[config.mk]
export PLATFORM = sky130hd
export DESIGN_NAME = ahb_mtx_dec_param
export DESIGN_NICKNAME = d
export VERILOG_FILES = /design/src/rtl/ahb_mtx_dec_param.sv
export SDC_FILE = /design/constraint.sdc
export NUM_CORES = 1
export LEC_CHECK = 0
export ABC_AREA = 1
export CAP_MARGIN = 5
export CELL_PAD_IN_SITES_DETAIL_PLACEMENT = 1
export CELL_PAD_IN_SITES_GLOBAL_PLACEMENT = 2
export CORE_MARGIN = 2
export CORE_UTILIZATION = 10
export CTS_CLUSTER_SIZE = 28
export DETAILED_ROUTE_END_ITERATION = 6
export HOLD_SLACK_MARGIN = 0.06
export MAX_ROUTING_LAYER = met4
export PLACE_DENSITY_LB_ADDON = 0.1
export SETUP_SLACK_MARGIN = 0.4
export SLEW_MARGIN = 5
export SYNTH_ARGS = -nofsm -noshare
export SYNTH_HDL_FRONTEND = slang
export SYNTH_SLANG_ARGS = --single-unit
[constraint.sdc]
create_clock -name HCLK -period 3.28 [get_ports HCLK]
set_clock_uncertainty 0.1 [all_clocks]
set_input_delay 0.656 -clock HCLK [delete_from_list [all_inputs] [get_ports HCLK]]
set_output_delay 0.656 -clock HCLK [all_outputs]
set_load 0.02 [all_outputs]
[src/rtl/ahb_mtx_dec_param.sv]
// ahb_mtx_dec_param -- AHB bus-matrix input-stage decoder, one per slave interface.
//
// Decodes HADDR[31:10] against NUM_MI per-port address regions (sparse
// connectivity via PORT_EN) and drives a one-hot sel_mi. The data-phase
// response is muxed from the port that owns the data phase, or from a
// built-in default slave that answers unmapped NONSEQ/SEQ transfers with a
// two-cycle ERROR. The first failing address is captured until err_clr.
//
// Optional feature: define AHB_DEC_PROT_CHECK_EN to make ports flagged in
// PRIV_MASK reject unprivileged accesses (they then route to the default slave).
//
// Ports:
//   HCLK, HRESET        clock, synchronous active-high reset
//   HREADYS             slave-interface HREADY
//   sel_dec             HSEL
//   decode_addr_dec     HADDR[31:10]
//   trans_dec           HTRANS
//   prot_dec            HPROT[1] (privileged)
//   err_clr             clears the error capture
//   active_mi           per-port output-stage active flags
//   readyout_mi         per-port HREADYOUT
//   resp_mi             per-port HRESP (2 bits each)
//   rdata_mi/ruser_mi   per-port HRDATA/HRUSER
//   sel_mi              one-hot HSEL to the output stages
//   active_dec          active flag of the addressed port
//   HREADYOUTS/HRESPS   response to the slave interface
//   HRDATAS/HRUSERS     read data / user data to the slave interface
//   err_valid/err_addr  error capture
module ahb_mtx_dec_param #(
  parameter int unsigned          NUM_MI       = 4,
  parameter int unsigned          DATA_W       = 32,
  parameter int unsigned          RUSER_W      = 32,
  parameter logic [NUM_MI-1:0]    PORT_EN      = '1,
  parameter logic [22*NUM_MI-1:0] REGION_BASE  = '0,
  parameter logic [22*NUM_MI-1:0] REGION_LIMIT = '1,
  parameter logic [NUM_MI-1:0]    PRIV_MASK    = '0
) (
  input  logic                        HCLK,
  input  logic                        HRESET,
  input  logic                        HREADYS,
  input  logic                        sel_dec,
  input  logic [21:0]                 decode_addr_dec,
  input  logic [1:0]                  trans_dec,
  input  logic                        prot_dec,
  input  logic                        err_clr,
  input  logic [NUM_MI-1:0]           active_mi,
  input  logic [NUM_MI-1:0]           readyout_mi,
  input  logic [2*NUM_MI-1:0]         resp_mi,
  input  logic [DATA_W*NUM_MI-1:0]    rdata_mi,
  input  logic [RUSER_W*NUM_MI-1:0]   ruser_mi,
  output logic [NUM_MI-1:0]           sel_mi,
  output logic                        active_dec,
  output logic                        HREADYOUTS,
  output logic [1:0]                  HRESPS,
  output logic [DATA_W-1:0]           HRDATAS,
  output logic [RUSER_W-1:0]          HRUSERS,
  output logic                        err_valid,
  output logic [21:0]                 err_addr
);

  // Port index width covers 0..NUM_MI; index NUM_MI is the default slave.
  localparam int unsigned     PW = $clog2(NUM_MI + 1);
  localparam logic [PW-1:0]   DS = PW'(NUM_MI);

  typedef enum logic [1:0] {
    DS_IDLE = 2'd0,
    DS_ERR1 = 2'd1,
    DS_ERR2 = 2'd2
  } ds_state_e;

  ds_state_e         ds_state_q;
  logic              ds_ready_q;
  logic [1:0]        ds_resp_q;

  logic [NUM_MI-1:0] hit;
  logic [PW-1:0]     hit_port;
  logic [PW-1:0]     addr_port;
  logic [PW-1:0]     data_port_q, data_port_d;
  logic              err_valid_q, err_valid_d;
  logic [21:0]       err_addr_q, err_addr_d;
  logic              ds_take;
  logic              err_set;

  // Region match per port, masked by connectivity (and privilege if enabled).
  always_comb begin
    hit = '0;
    for (int unsigned i = 0; i < NUM_MI; i++) begin
      hit[i] = PORT_EN[i]
             && (decode_addr_dec >= REGION_BASE[22*i +: 22])
             && (decode_addr_dec <= REGION_LIMIT[22*i +: 22]);
`ifdef AHB_DEC_PROT_CHECK_EN
      if (PRIV_MASK[i] && !prot_dec) hit[i] = 1'b0;
`endif
    end
  end

`ifndef AHB_DEC_PROT_CHECK_EN
  logic unused_prot;
  assign unused_prot = prot_dec;
`endif

  // Descending scan so the lowest-index hit is the last write and wins.
  always_comb begin
    hit_port = DS;
    for (int unsigned i = NUM_MI; i > 0; i--) begin
      if (hit[i-1]) hit_port = PW'(i - 1);
    end
  end

  // IDLE transfers stay on the current data-phase port to avoid needless
  // re-arbitration in the output stages.
  assign addr_port = (trans_dec == 2'b00 && data_port_q != DS) ? data_port_q : hit_port;

  always_comb begin
    sel_mi     = '0;
    active_dec = 1'b1;
    for (int unsigned i = 0; i < NUM_MI; i++) begin
      if (addr_port == PW'(i)) begin
        sel_mi[i]  = sel_dec;
        active_dec = active_mi[i];
      end
    end
  end

  always_comb begin
    HREADYOUTS = ds_ready_q;
    HRESPS     = ds_resp_q;
    HRDATAS    = '0;
    HRUSERS    = '0;
    for (int unsigned i = 0; i < NUM_MI; i++) begin
      if (data_port_q == PW'(i)) begin
        HREADYOUTS = readyout_mi[i];
        HRESPS     = resp_mi[2*i +: 2];
        HRDATAS    = rdata_mi[DATA_W*i +: DATA_W];
        HRUSERS    = ruser_mi[RUSER_W*i +: RUSER_W];
      end
    end
  end

  assign ds_take = sel_dec && HREADYS && trans_dec[1] && (addr_port == DS);
  assign err_set = ds_take && (ds_state_q != DS_ERR1);

  // Default slave: two-cycle ERROR, response registered with the state.
  always_ff @(posedge HCLK) begin
    if (HRESET) begin
      ds_state_q <= DS_IDLE;
      ds_ready_q <= 1'b1;
      ds_resp_q  <= 2'b00;
    end else begin
      case (ds_state_q)
        DS_ERR1: begin
          ds_state_q <= DS_ERR2;
          ds_ready_q <= 1'b1;
          ds_resp_q  <= 2'b01;
        end
        default: begin
          if (ds_take) begin
            ds_state_q <= DS_ERR1;
            ds_ready_q <= 1'b0;
            ds_resp_q  <= 2'b01;
          end else begin
            ds_state_q <= DS_IDLE;
            ds_ready_q <= 1'b1;
            ds_resp_q  <= 2'b00;
          end
        end
      endcase
    end
  end

  // A new error coinciding with err_clr wins over the clear.
  always_comb begin
    data_port_d = HREADYS ? addr_port : data_port_q;
    err_valid_d = err_valid_q;
    err_addr_d  = err_addr_q;
    if (err_set && (!err_valid_q || err_clr)) begin
      err_valid_d = 1'b1;
      err_addr_d  = decode_addr_dec;
    end else if (err_clr) begin
      err_valid_d = 1'b0;
    end
  end

  always_ff @(posedge HCLK) begin
    if (HRESET) begin
      data_port_q <= DS;
      err_valid_q <= 1'b0;
      err_addr_q  <= '0;
    end else begin
      data_port_q <= data_port_d;
      err_valid_q <= err_valid_d;
      err_addr_q  <= err_addr_d;
    end
  end

  assign err_valid = err_valid_q;
  assign err_addr  = err_addr_q;

endmodule
==> key figures <==
Setup path
  – Startpoint class of the critical path: flop
  – CP startpoint: data_port_q[2]
  – R2R Path Start: data_port_q[2]
  – Worst R2R End: data_port_q[2]
  – Crit path required time: 2.52 ns
  – Element type at the critical path end: primary output
  – R2r setup slk: 2.16 ns
  – R2R depth: 3
  – Worst EP arrival: 1.99 ns
  – Critical path class: reg2out
  – CP max FO: 16

Clock tree
  – Hold_buf cts: 0
  – CTS root buf: clkbuf_16
  – Htree depth: 2
  – Maximum buffer depth of the clock tree: 2
  – Clk_lat worst skew: 0.27 ns
  – CTS buffer count: 5
  – CTS tree: done
  – Clock slew at reported path FFs: 0.05 ns
  – Num Clock Sinks: 30

Routing
  – First-pass detailed-route iteration total: 4
  – DRT antenna net count: 0
  – Routed WL per cell: 19.9 µm
  – 1st-iter DRT viols: 145
  – Drt via density: 4.07
  – Drt drc: 0
  – Vias after detailed routing: 4,911
  – Overall routed net length: 24,000 µm

Min path
  – Worst Hold Endpoint: err_addr[8]
  – Min-Delay Path Class: reg2reg
  – Hold wc startpoint: err_addr[8]
  – Hold path depth: 2

Yosys
  – Unique masters post-synth: 22
  – Synth top area cells: nand2_1 (29%), dfxtp_1 (22%), nand4_1 (15%)
  – Synth Register Bits: 30
  – Synth top area share: 28.9%
  – Post-synthesis sequential area ratio: 22.0%
  – Syn. warnings: 0
  – Area leader, netlist: nand2_1
  – Mapped cell area: 0.00273 mm²
  – Syn Inst Count: 504
  – Syn avg cell area: 5.42 µm²
  – Syn nets: 806

Floorplan
  – Ports: 397
  – Core area: 0.0269 mm²
  – Num rows: 60
  – Starting Density: 10.2%
  – Chip width: 169 µm
  – Die Area: 0.0286 mm²
  – Die height: 169 µm

STA
  – Slew Limit Fails: 0
  – Worst Tran Pin Value: 1.01 ns
  – Rel. slew slack: 32.7%
  – RSZ-0062 raised after global routing: yes
  – Min cycle time layout: 2.75 ns
  – Final Hold Vio Count: 0
  – Sum Neg Setup Slack: 0 ns
  – Setup violations, final: 0
  – Max Fclk: 0.364 GHz
  – Tcrit/Tclk final: 83.8%

Placement
  – Placement Cell Area: 0.00686 mm²
  – HPWL after detailed placement: 18,300 µm
  – Placer Congestion: 0.801
  – Port Buf Inserts: 373

Layout
  – Register area: 603 µm²
  – Multi-input gate area: 0.00181 mm²
  – Nets: 1,164
  – Share of cells above drive strength 1: 5.45%
  – Fill count: 3,290
  – Design area: 0.00699 mm²
  – Layout overhead on the synthesized area: 156%

Run status
  – Outcome: finished clean

Global route
  – Met3 usage: 3.66%
  – Gr usage total: 16.3%
  – Largest net degree at the start of global routing: 67
  – GR Util met1: 17.5%
  – Vias in the first global route: 5,364
  – Overflow after GRT: 0
  – Antenna violations before repair: 3
  – First-pass GRT wire length: 34,800 µm
  – GRT met2 Usage: 31.3%
  – Most crowded layer after global routing: met2

Power
  – Leak: 0.00292 µW
  – Total power density per cell area: 194 mW/mm²
  – VDD IR max: 0.194 mV

Flow run
  – Max Cap Violations: 0
-- repair_timing --
action                     CTS  global route
cloned                       2             0
gates resized for setup     66            48
setup buffers                3             0
setup endpoints to repair   72            30
-- power breakdown --
| part | switching (µW) | internal [µW] |
|---|---|---|
| clock | 141 | 276 |
| combinational | 198 | 370 |
| sequential | 2.62 | 369 |
-- per-stage QoR --
step	total power (µW)	worst slack (ns)	hold slack, ns	std cells	utilization (%)
2_1_floorplan	519	0.986	0.299	504	-
3_3_place_gp	977	0.123	0.306	1191	25.5
3_5_place_dp	984	0.134	0.313	1191	25.5
4_1_cts	1390	0.312	0.328	1203	26.1
5_1_grt	1430	0.386	0.344	1206	26.0
6_report	1360	0.531	0.323	1206	26.0
-- worst max-delay path by stage --
stage,end,slack [ns],cells past startpoint
after floorplan,active_dec,0.99,5
final,HRDATAS[1],0.53,8
after global routing,HRDATAS[10],0.39,8
after detailed placement,active_dec,0.13,7
after CTS,HRUSERS[16],0.31,7
after global placement,active_dec,0.12,7
-- final cells by class --
class | instances | share of cell area (%)
Multi-Input combinational cell | 400 | 25.8
Sequential cell | 30 | 8.62
Clock buffer | 7 | 1.90
Inverter | 36 | 1.97
Antenna cell | 3 | 0.107
Timing Repair Buffer | 389 | 55.5
Tap cell | 341 | 6.10
-- placed cells by master, fill, tap and decap left out, drive strengths merged, types with 2 or more instances in the layout --
| cell type | count |
|---|---|
| clkdlybuf4s50 | 301 |
| diode | 3 |
| dlygate4sd2 | 43 |
| buf | 14 |
| nor2 | 40 |
| nor3 | 3 |
| nor3b | 3 |
| clkbuf | 24 |
| bufbuf | 2 |
| nand2 | 210 |
| dlymetal6s2s | 11 |
| conb | 2 |
| dfxtp | 30 |
| inv | 36 |
| nand3b | 2 |
| nand4 | 66 |
| nand3 | 70 |
-- logic make-up (layout without fill, tap and decap cells) --
group                  count (synthesis)  in the layout  synth area share (%)
and+or+nand+nor                      395            395                  65.0
buffers and inverters                 74            432                  12.1
DFF                                   30             30                  22.0
AOI/OAI and AO/OA                      3              3                 0.641
other                                  2              5                 0.275
-- cell usage after synthesis, drive strengths merged --
library cell and number:
nand4 66, o21bai 1, nand3 70, inv 36, a21oi 1, conb 2, o21ai 1, nor3 3
nor4 1, nor2 40, nand3b 2, buf 15, clkbuf 23, nor3b 3, dfxtp 30, nand2 210
-- state kept, by name, summed over array words and instances, names as in the netlist --
signal and flops:
data_port_q 3, ds_state_q 2, err_valid 1, ds_resp_q 1
err_addr 22, ds_ready_q 1
-- routing by layer --
layer  part of all wire [%]  up-vias
li1                       -     2370
met1                     39     2354
met2                     54      179
met3                    6.8        8
met4                   0.62        0
met5                      0        -
-- critical path: stages, from the launching register on --
cell       delay (ns)
dfxtp_1          0.37
nor2_2           0.20
nand2_1          0.16
inv_4            0.12
buf_4            0.20
bufbuf_16        0.32
nand2_1          0.06
nand4_1          0.10
clkbuf_2         0.19
(Power assumes the default switching activity.)
